## config.mk

```make
export PLATFORM = sky130hd
export DESIGN_NAME = cic_decimator
export DESIGN_NICKNAME = d
export VERILOG_FILES = /design/src/rtl/cic_decimator.sv
export SDC_FILE = /design/constraint.sdc
export NUM_CORES = 1
export LEC_CHECK = 0
export CORE_ASPECT_RATIO = 0.5
export CORE_MARGIN = 2
export CORE_UTILIZATION = 40
export DETAILED_ROUTE_END_ITERATION = 8
export GPL_TIMING_DRIVEN = 0
export PLACE_DENSITY = 0.58
export SYNTH_ARGS = -nofsm -noshare
export SYNTH_HDL_FRONTEND = slang
export SYNTH_SLANG_ARGS = --single-unit
```

## constraint.sdc

```tcl
create_clock -name clk -period 21.8 [get_ports clk]
set_input_delay 6.54 -clock clk [delete_from_list [all_inputs] [get_ports clk]]
set_output_delay 6.54 -clock clk [all_outputs]
set_load 0.005 [all_outputs]
```

## src/rtl/cic_decimator.sv

```systemverilog
// N-stage CIC (Hogenauer) decimator by R with power-of-two gain normalisation,
// rounding and saturation to a Q(DW-FW).FW output sample with a one-cycle strobe.
module cic_decimator #(
  parameter int IW = 12,
  parameter int DW = 14,
  parameter int FW = 9,
  parameter int R  = 8,
  parameter int N  = 3,
  parameter int M  = 1
) (
  input  logic          clk,
  input  logic          rst,
  input  logic          in_valid,
  input  logic [IW-1:0] in,
  output logic          out_valid,
  output logic [DW-1:0] out
);

  localparam int BG = N * $clog2(R * M);
  localparam int AW = IW + BG;
  localparam int SH = IW - 1 + BG - FW;
  localparam int CW = (R > 1) ? $clog2(R) : 1;
  localparam logic [CW-1:0] CNT_LAST = CW'(R - 1);
  localparam longint OMAX_L = (64'sd1 <<< (DW - 1)) - 64'sd1;
  localparam longint OMIN_L = -(64'sd1 <<< (DW - 1));
  localparam logic signed [AW:0] OMAX = OMAX_L[AW:0];
  localparam logic signed [AW:0] OMIN = OMIN_L[AW:0];
  localparam logic signed [AW:0] RND  = (AW + 1)'(1) << (SH - 1);

  if (SH < 1) begin : g_chk_sh
    $error("cic_decimator: SH must be at least 1");
  end
  if ((R < 2) || ((R & (R - 1)) != 0)) begin : g_chk_r
    $error("cic_decimator: R must be a power of two >= 2");
  end
  if ((M != 1) && (M != 2)) begin : g_chk_m
    $error("cic_decimator: M must be 1 or 2");
  end
  if ((N < 1) || (N > 6)) begin : g_chk_n
    $error("cic_decimator: N must be in 1..6");
  end
  if ((AW + 1 < DW) || (AW + 1 > 64)) begin : g_chk_w
    $error("cic_decimator: accumulator width out of supported range");
  end

  logic signed [AW-1:0] in_ext;
  logic                 last_accept;
  logic signed [AW-1:0] integ_q [N];
  logic signed [AW-1:0] integ_d [N];
  logic [CW-1:0]        cnt_q, cnt_d;
  logic signed [AW-1:0] dec_q, dec_d;
  logic                 dec_vld_q, dec_vld_d;
  logic signed [AW-1:0] comb_x [N];
  logic                 comb_v [N];
  logic signed [AW-1:0] comb_d [N];
  logic signed [AW-1:0] comb_q [N];
  logic                 comb_vld_q [N];
  logic signed [AW-1:0] dly_q [N][M];
  logic signed [AW:0]   rnd_sum, rnd_shr;
  logic [DW-1:0]        out_d, out_q;
  logic                 out_valid_q;

  assign in_ext      = {{BG{in[IW-1]}}, in};
  assign last_accept = in_valid && (cnt_q == CNT_LAST);

  // Stage k accumulates stage k-1's registered value; wrap modulo 2^AW is intended.
  always_comb begin
    integ_d = integ_q;
    if (in_valid) begin
      integ_d[0] = integ_q[0] + in_ext;
      for (int k = 1; k < N; k++) begin
        integ_d[k] = integ_q[k] + integ_q[k-1];
      end
    end
  end

  always_comb begin
    cnt_d = cnt_q;
    if (in_valid) begin
      cnt_d = last_accept ? '0 : cnt_q + 1'b1;
    end
    dec_d     = last_accept ? integ_d[N-1] : dec_q;
    dec_vld_d = last_accept;
  end

  always_comb begin
    comb_x[0] = dec_q;
    comb_v[0] = dec_vld_q;
    for (int k = 1; k < N; k++) begin
      comb_x[k] = comb_q[k-1];
      comb_v[k] = comb_vld_q[k-1];
    end
    for (int k = 0; k < N; k++) begin
      comb_d[k] = comb_x[k] - dly_q[k][M-1];
    end
  end

  // Round half up, then clamp to the signed DW range.
  always_comb begin
    rnd_sum = $signed({comb_q[N-1][AW-1], comb_q[N-1]}) + RND;
    rnd_shr = rnd_sum >>> SH;
    if (rnd_shr > OMAX) begin
      out_d = OMAX[DW-1:0];
    end else if (rnd_shr < OMIN) begin
      out_d = OMIN[DW-1:0];
    end else begin
      out_d = rnd_shr[DW-1:0];
    end
  end

  always_ff @(posedge clk or posedge rst) begin
    if (rst) begin
      for (int k = 0; k < N; k++) begin
        integ_q[k]    <= '0;
        comb_q[k]     <= '0;
        comb_vld_q[k] <= 1'b0;
        for (int j = 0; j < M; j++) begin
          dly_q[k][j] <= '0;
        end
      end
      cnt_q       <= '0;
      dec_q       <= '0;
      dec_vld_q   <= 1'b0;
      out_q       <= '0;
      out_valid_q <= 1'b0;
    end else begin
      integ_q   <= integ_d;
      cnt_q     <= cnt_d;
      dec_q     <= dec_d;
      dec_vld_q <= dec_vld_d;
      for (int k = 0; k < N; k++) begin
        comb_vld_q[k] <= comb_v[k];
        if (comb_v[k]) begin
          comb_q[k]   <= comb_d[k];
          dly_q[k][0] <= comb_x[k];
          for (int j = 1; j < M; j++) begin
            dly_q[k][j] <= dly_q[k][j-1];
          end
        end
      end
      out_valid_q <= comb_vld_q[N-1];
      if (comb_vld_q[N-1]) begin
        out_q <= out_d;
      end
    end
  end

  assign out       = out_q;
  assign out_valid = out_valid_q;

endmodule

```

==> metrics.md, run 1 <==
| Metric | Value |
|---|---|
| H-tree level count | 1 |
| Wire length of the first global-routing pass | 48.5 mm |
| Setup total negative slack | 0 ns |
| Clock latency on the worst-skew pair | 0.52 ns |
| Maximum clock skew at final layout | 0.0176 ns |
| Post-CTS repair timing setup buffer count | 0 |
| Global-route total usage across every layer | 0.161 |
| Mean instance size in the synthesized netlist | 9.74 sq um |
| Number of ports placed on the die boundary | 30 |
| Library cell with the largest summed area after synthesis | sky130_fd_sc_hd__dfrtp_1 |
| EDFF count, synth | 0 |
| Layout Area Growth over Synthesis | 12.3% |
| Fmax | 108 MHz |
| Grt total ovfl | 0 |
| Antenna cell count | 0 |
| Total via count in the routed design | 9,912 |
| Critical-path top delay cell | sky130_fd_sc_hd__a211oi_1 |
| Total standard cell area after synthesis | 13,600 sq um |
| Flops & latches, synth | 220 |
| Delay-heaviest family, CP | compound AO/OA/AOI/OAI gates |
| CTS Root Buffer Type | sky130_fd_sc_hd__clkbuf_16 |
| Cts repair resizes | 0 |
| Avg WL per Cell | 14.5 microns |
| Placed wire-length estimate after detailed placement | 20.7 mm |
| Portion of synthesized cell area occupied by the leading cell type | 0.404 |
| Slew Limit Headroom | 0.390 |
| Remaining number of nets flagged by the antenna check after routing | 0 |
| Number of endpoints with negative hold slack in the final report | 0 |
| R2R cell count | 11 |
| Buf/Inv on CP | 1 |
| Clock sink total | 220 |
| Wire length reported by the detailed router | 27.8 mm |
| TritonCTS clock tree | built |
| Async SR Flop Fraction | 1.00 |
| Reg2Reg Launch Point | integ_q[42] |
| Top_reg_cell synth | sky130_fd_sc_hd__dfrtp_1 |
| Setup repair after global routing missed its margin | no |
| GPL Wtd Cong | 0.899 |
| Class of the tightest hold or removal check | reg -> reg |
| Worst reg-to-reg setup slack | 18.58 ns |
| Via count of the first global-routing pass | 10,089 |
| DRC errors left | 0 |
| Most common library cells after synthesis | sky130_fd_sc_hd__dfrtp_1, sky130_fd_sc_hd__ha_1, sky130_fd_sc_hd__o21ai_0, sky130_fd_sc_hd__nand2_1, sky130_fd_sc_hd__a21oi_1 |
| Setup CP Type | in -> reg |
| Fraction of layout instances using a drive strength above 1 | 0.112 |
| Critical-path maximum fanout | 4 |
| Final critical delay including setup and external delays | 9.26 ns |
| Warnings from Yosys | 0 |
| Net count after synthesis | 1,540 |
| Delay of the slowest critical-path stage | 0.46 ns |
| Number of buffers between clock root and the deepest sink | 3 |
| Ordered list of cells on the worst path | clkdlybuf4s50_1, ha_1, fa_1, a211oi_1, o21ai_1, a31oi_1, a21oi_1, a311oi_1, o21ai_0, a21oi_1, xnor2_1, mux2_2 |
| Worst hold path startpoint | comb_v[1] |
| Data arrival, critical path | 9.67 ns |
| Count of standard-cell rows | 47 |
| Max Transition Viols Final | 0 |
| Cell with the most instances after synthesis | sky130_fd_sc_hd__dfrtp_1 |
| Data required, critical path | 22.20 ns |
| Final setup violation count | 0 |
| Die Span Y | 134 microns |
| Share of synthesized area occupied by flip-flops and latches | 0.404 |
| Number of max-cap violations | 0 |
| Worst flop-to-flop path endpoint | integ_q[60] |
| Crit-path most repeated cell | sky130_fd_sc_hd__a21oi_1 |
| Netlist cell types | 67 |
| Number of buffers added by the clock tree synthesis step | 23 |
| Horizontal die dimension | 265 microns |
| Layout net count | 1,595 |
| Clock slew at reported path FFs | 0.06 ns |
| Slew at the pin closest to its max-slew limit | 0.916 ns |
| Biggest area contributors in the synthesized netlist | sky130_fd_sc_hd__dfrtp_1, sky130_fd_sc_hd__ha_1, sky130_fd_sc_hd__mux2_2 |
| Run status | complete, no violations |
| Number of antenna violations at the first check in global routing | 0 |
| Cells after Synth | 1,398 |
| Number of DRC markers after the initial detailed-route iteration | 508 |
| Crit end category | flip-flop |
| Critical path startpoint category | input port |
| Number of iterations in the first detailed-routing pass | 5 |
| Period utilisation layout | 0.425 |
| Port Buffers | 29 |
| Number of stages on the worst hold path | 0 |
| Number of buffers added to fix hold violations after cts | 0 |
| DIE AREA | 35,600 sq um |
| Average vias per placed instance | 5.19 |
| Worst min-delay path endpoint | comb_v[0] |
| Maximum number of pins on one net before global-route repair | 127 |
| Effective utilization at floorplan | 0.409 |
| Core Region | 33,300 sq um |
[cells in the final DEF (no fill, tap or decap), types with 5 or more instances in the layout]
cell type	count
sky130_fd_sc_hd__dfrtp_1	220
sky130_fd_sc_hd__ha_1	122
sky130_fd_sc_hd__o21ai_0	118
sky130_fd_sc_hd__nand2_1	117
sky130_fd_sc_hd__a21oi_1	103
sky130_fd_sc_hd__inv_1	97
sky130_fd_sc_hd__mux2_2	95
sky130_fd_sc_hd__nor2_1	75
sky130_fd_sc_hd__xnor2_1	68
sky130_fd_sc_hd__clkbuf_1	40
sky130_fd_sc_hd__a21o_1	29
sky130_fd_sc_hd__clkdlybuf4s50_1	29
sky130_fd_sc_hd__nand3_1	27
sky130_fd_sc_hd__xor2_1	26
sky130_fd_sc_hd__nor3_1	26
sky130_fd_sc_hd__clkbuf_16	23
sky130_fd_sc_hd__nand2b_1	17
sky130_fd_sc_hd__nor2b_1	14
sky130_fd_sc_hd__a211oi_1	14
sky130_fd_sc_hd__o21a_1	14
sky130_fd_sc_hd__a31oi_1	13
sky130_fd_sc_hd__or3_1	13
sky130_fd_sc_hd__and3_1	12
sky130_fd_sc_hd__o211ai_1	10
sky130_fd_sc_hd__o21bai_1	9
sky130_fd_sc_hd__o31ai_1	9
sky130_fd_sc_hd__and2_1	7
sky130_fd_sc_hd__a31o_2	7
sky130_fd_sc_hd__buf_1	5
sky130_fd_sc_hd__a211o_1	5
sky130_fd_sc_hd__or2_2	5
sky130_fd_sc_hd__o21ai_1	5
sky130_fd_sc_hd__and4_1	5
sky130_fd_sc_hd__fa_1	5
[how the worst max path moves through the flow]
stage	startpoint	endpoint	cells after the start
after global placement	rst	integ_q[61]	2
after CTS	in[0]	integ_q[60]	12
final	in[0]	integ_q[60]	12
after floorplan	rst	cnt_q[0]	1
after detailed placement	in[0]	integ_q[60]	12
after global routing	in[0]	integ_q[62]	12
[metrics by stage]
step | hold WS, ns | instance area (sq um) | util | setup WS, ns | instances
final | 0.398 | 15300 | 0.459 | 12.54 | 1910
after global routing | 0.409 | 15300 | 0.459 | 12.24 | 1910
after CTS | 0.399 | 15300 | 0.459 | 12.53 | 1910
after detailed placement | 0.384 | 14500 | 0.435 | 12.00 | 1869
after global placement | 0.396 | 14500 | 0.434 | 6.46 | 1868
after floorplan | 0.352 | 13600 | - | 9.24 | 1398
[routing by layer]
layer | global-route usage | share of wire | up-vias
met5 | 0 | 0 | -
met4 | 0.0317 | 0.015 | 0
met3 | 0.0268 | 0.031 | 40
met2 | 0.286 | 0.47 | 126
met1 | 0.209 | 0.49 | 4649
li1 | - | - | 5097
[flip-flops by register name, indices dropped and copies added (netlist names)]
register / cells
dly_q: 63
out: 12
out_valid: 1
dec_vld_q: 1
comb_q: 53
comb_vld_q: 1
comb_v: 2
cnt_q: 3
integ_q: 63
dec_q: 21
[area by class of cell]
class / instances / area, sq um
multi-input cells: 1036 / 7570
plain buffers: 43 / 169
repair buffers: 30 / 318
clock inverters: 10 / 155
fillers: 3125 / 18000
inverters: 99 / 379
well taps: 441 / 552
flip-flops and latches: 220 / 5510
clock buffers: 31 / 646
[cells by family (layout without fill, tap and decap cells)]
kind of cell,after synthesis,after routing,share of synthesized area
flops,220,220,0.404
fa+ha+maj,127,127,0.119
mux,97,97,0.0804
buf+inv,142,213,0.0397
compound gates,388,388,0.181
xor+xnor,94,94,0.0605
simple gates,330,330,0.114
Power of run 1 is left out: the tool's default activity adds up to more than one toggle a clock period on the data nets, which glitch-free logic cannot reach.
==> run 2: changes to the inputs <==
clock period = 9.3 ns   (was 21.8 ns; I/O delays follow)
==> results of run 2 <==
The final DEF is identical to that of run 1. Status: complete, no violations.
Main changes from that run: setup slack after placement 12.00 ns -> 3.25 ns; setup slack after layout 12.54 ns -> 3.79 ns; register-to-register setup slack 18.58 ns -> 6.08 ns
Power of run 2 is left out for the same reason.
==> run 3: changes to the inputs <==
PLACE_DENSITY = 0.6   (was 0.58)
clock period = 4.52 ns   (was 9.3 ns; I/O delays follow)
==> metrics.md, run 3 (synthesis gave the netlist of run 1 again) <==
| Metric | Value |
|---|---|
| Class of the tightest hold or removal check | reg -> reg |
| Horizontal die dimension | 265 microns (unchanged) |
| Max Transition Viols Final | 0 (unchanged) |
| DRC errors left | 0 (unchanged) |
| Placed wire-length estimate after detailed placement | 21.9 mm (+6.1%) |
| Final setup violation count | 0 (unchanged) |
| Effective utilization at floorplan | 0.409 (unchanged) |
| Wire length of the first global-routing pass | 49.8 mm (+2.6%) |
| Number of buffers added by the clock tree synthesis step | 23 (unchanged) |
| Fmax | 246 MHz |
| Maximum number of pins on one net before global-route repair | 42 (-67%) |
| Maximum clock skew at final layout | 0.00791 ns (-0.00971 ns) |
| Antenna cell count | 0 (unchanged) |
| Remaining number of nets flagged by the antenna check after routing | 0 (unchanged) |
| Final critical delay including setup and external delays | 4.06 ns |
| Critical-path top delay cell | sky130_fd_sc_hd__fa_1 |
| Post-CTS repair timing setup buffer count | 0 (unchanged) |
| # placed instances | 1,874 (+0.27%) |
| Average vias per placed instance | 5.21 (+0.48%) |
| Registers with the most flip-flops | dly_q x63, integ_q x63, comb_q x53 |
| Grt total ovfl | 0 (unchanged) |
| Delay of the slowest critical-path stage | 0.44 ns (-0.02 ns) |
| Crit end category | flip-flop |
| Via count of the first global-routing pass | 10,203 (+1.1%) |
| Layout net count | 1,600 (+0.31%) |
| Port Buffers | 29 (unchanged) |
| Data arrival, critical path | 4.47 ns |
| Cts repair resizes | 0 (unchanged) |
| Number of endpoints with negative hold slack in the final report | 0 (unchanged) |
| Clock latency on the worst-skew pair | 0.52 ns (about the same) |
| Critical-path maximum fanout | 4 (unchanged) |
| Number of buffers added to fix hold violations after cts | 0 (unchanged) |
| Buf/Inv on CP | 1 (unchanged) |
| Global-route total usage across every layer | 0.166 (+0.00537) |
| H-tree level count | 1 (unchanged) |
| Number of buffers between clock root and the deepest sink | 3 (unchanged) |
| Most frequent cells in the layout | sky130_fd_sc_hd__dfrtp_1, sky130_fd_sc_hd__ha_1, sky130_fd_sc_hd__o21ai_0, sky130_fd_sc_hd__nand2_1, sky130_fd_sc_hd__a21oi_1 |
| Ordered list of cells on the worst path | clkdlybuf4s50_1, ha_1, fa_1, a211oi_1, o21ai_1, a31oi_1, a21oi_1, a311oi_1, o21ai_0, a21oi_1, xnor2_1, mux2_2 |
| Slew Limit Headroom | 0.544 (+0.155) |
| Total via count in the routed design | 9,980 (+0.69%) |
| Number of iterations in the first detailed-routing pass | 7 (+2) |
| Core Region | 33,300 sq um (unchanged) |
| TritonCTS clock tree | built |
| Delay-heaviest family, CP | compound AO/OA/AOI/OAI gates |
| Number of antenna violations at the first check in global routing | 0 (unchanged) |
| Data required, critical path | 4.93 ns |
| Fraction of layout instances using a drive strength above 1 | 0.110 (-0.00166) |
| Count of standard-cell rows | 47 (unchanged) |
| Number of ports placed on the die boundary | 30 (unchanged) |
| DIE AREA | 35,600 sq um (unchanged) |
| Setup repair after global routing missed its margin | no |
| Clock slew at reported path FFs | 0.06 ns (about the same) |
| Slew at the pin closest to its max-slew limit | 0.684 ns (-0.232 ns) |
| Number of standard cells in the final layout excluding fillers | 1,914 (+0.21%) |
| Crit-path most repeated cell | sky130_fd_sc_hd__a21oi_1 |
| Critical path startpoint category | input port |
| Wire length reported by the detailed router | 28.7 mm (+3.3%) |
| Setup CP Type | in -> reg |
| Layout Area Growth over Synthesis | 12.1% |
| Most frequent standard cell in the layout excluding fill and tap cells | sky130_fd_sc_hd__dfrtp_1 |
| Clock sink total | 220 (unchanged) |
| Number of max-cap violations | 0 (unchanged) |
| Avg WL per Cell | 15.0 microns (+3.1%) |
| GPL Wtd Cong | 0.889 (-1.1%) |
| CTS Root Buffer Type | sky130_fd_sc_hd__clkbuf_16 |
| Period utilisation layout | 0.898 |
| Die Span Y | 134 microns (unchanged) |
| Number of DRC markers after the initial detailed-route iteration | 420 (-17%) |
| Run status | complete, no violations |
-- run 3: cell types whose count changed in the layout (fill, tap and decap cells not counted), sizes merged --
cell,change
buf,+5
clkinv,-1
bufinv,-4
inv,-1
clkbuf,+5
-- run 3: stage by stage --
stage          worst slack [ns]  TNS [ns]  area, sq um  hold slack, ns  utilization
2_1_floorplan             0.296         0        13600           0.352            -
3_5_place_dp            -0.0422   -0.0755        14600           0.395        0.438
5_1_grt                   0.214         0        15300           0.424        0.458
3_3_place_gp              -1.37   -295.72        14500           0.395        0.434
4_1_cts                   0.498         0        15300           0.411        0.458
6_report                  0.463         0        15300           0.406        0.458
-- run 3: cell type report --
class                      count  area (sq um)
clock buffer                  36           654
buffer                        43           169
inverter                      99           375
tap                          441           552
sequential                   220          5510
clock inverter                 4          22.5
fill                        3149         18000
timing repair buffer          35           410
multi-input combinational   1036          7570
-- run 3: worst paths after layout --
kind | start | end | slack [ns] | cells after the start
worst min register to register | comb_v[1] | comb_v[0] | 0.41 | 0
worst max-delay path | in[0] | integ_q[60] | 0.46 | 12
max in group asynchronous | rst | comb_q[16] | 2.43 | 4
worst max register to register | integ_q[21] | integ_q[39] | 1.29 | 11
min in group asynchronous | rst | comb_q[48] | 1.27 | 2
worst min-delay path | comb_v[1] | comb_v[0] | 0.41 | 0
-- run 3: metal layers --
metal  routed length, microns  global-route usage  share of wire
met5                        0                   0              0
met3                      772              0.0239          0.027
met4                      630              0.0421          0.022
met2                    13300               0.290           0.46
met1                    14000               0.219           0.49
Power of run 3 is left out for the same reason.
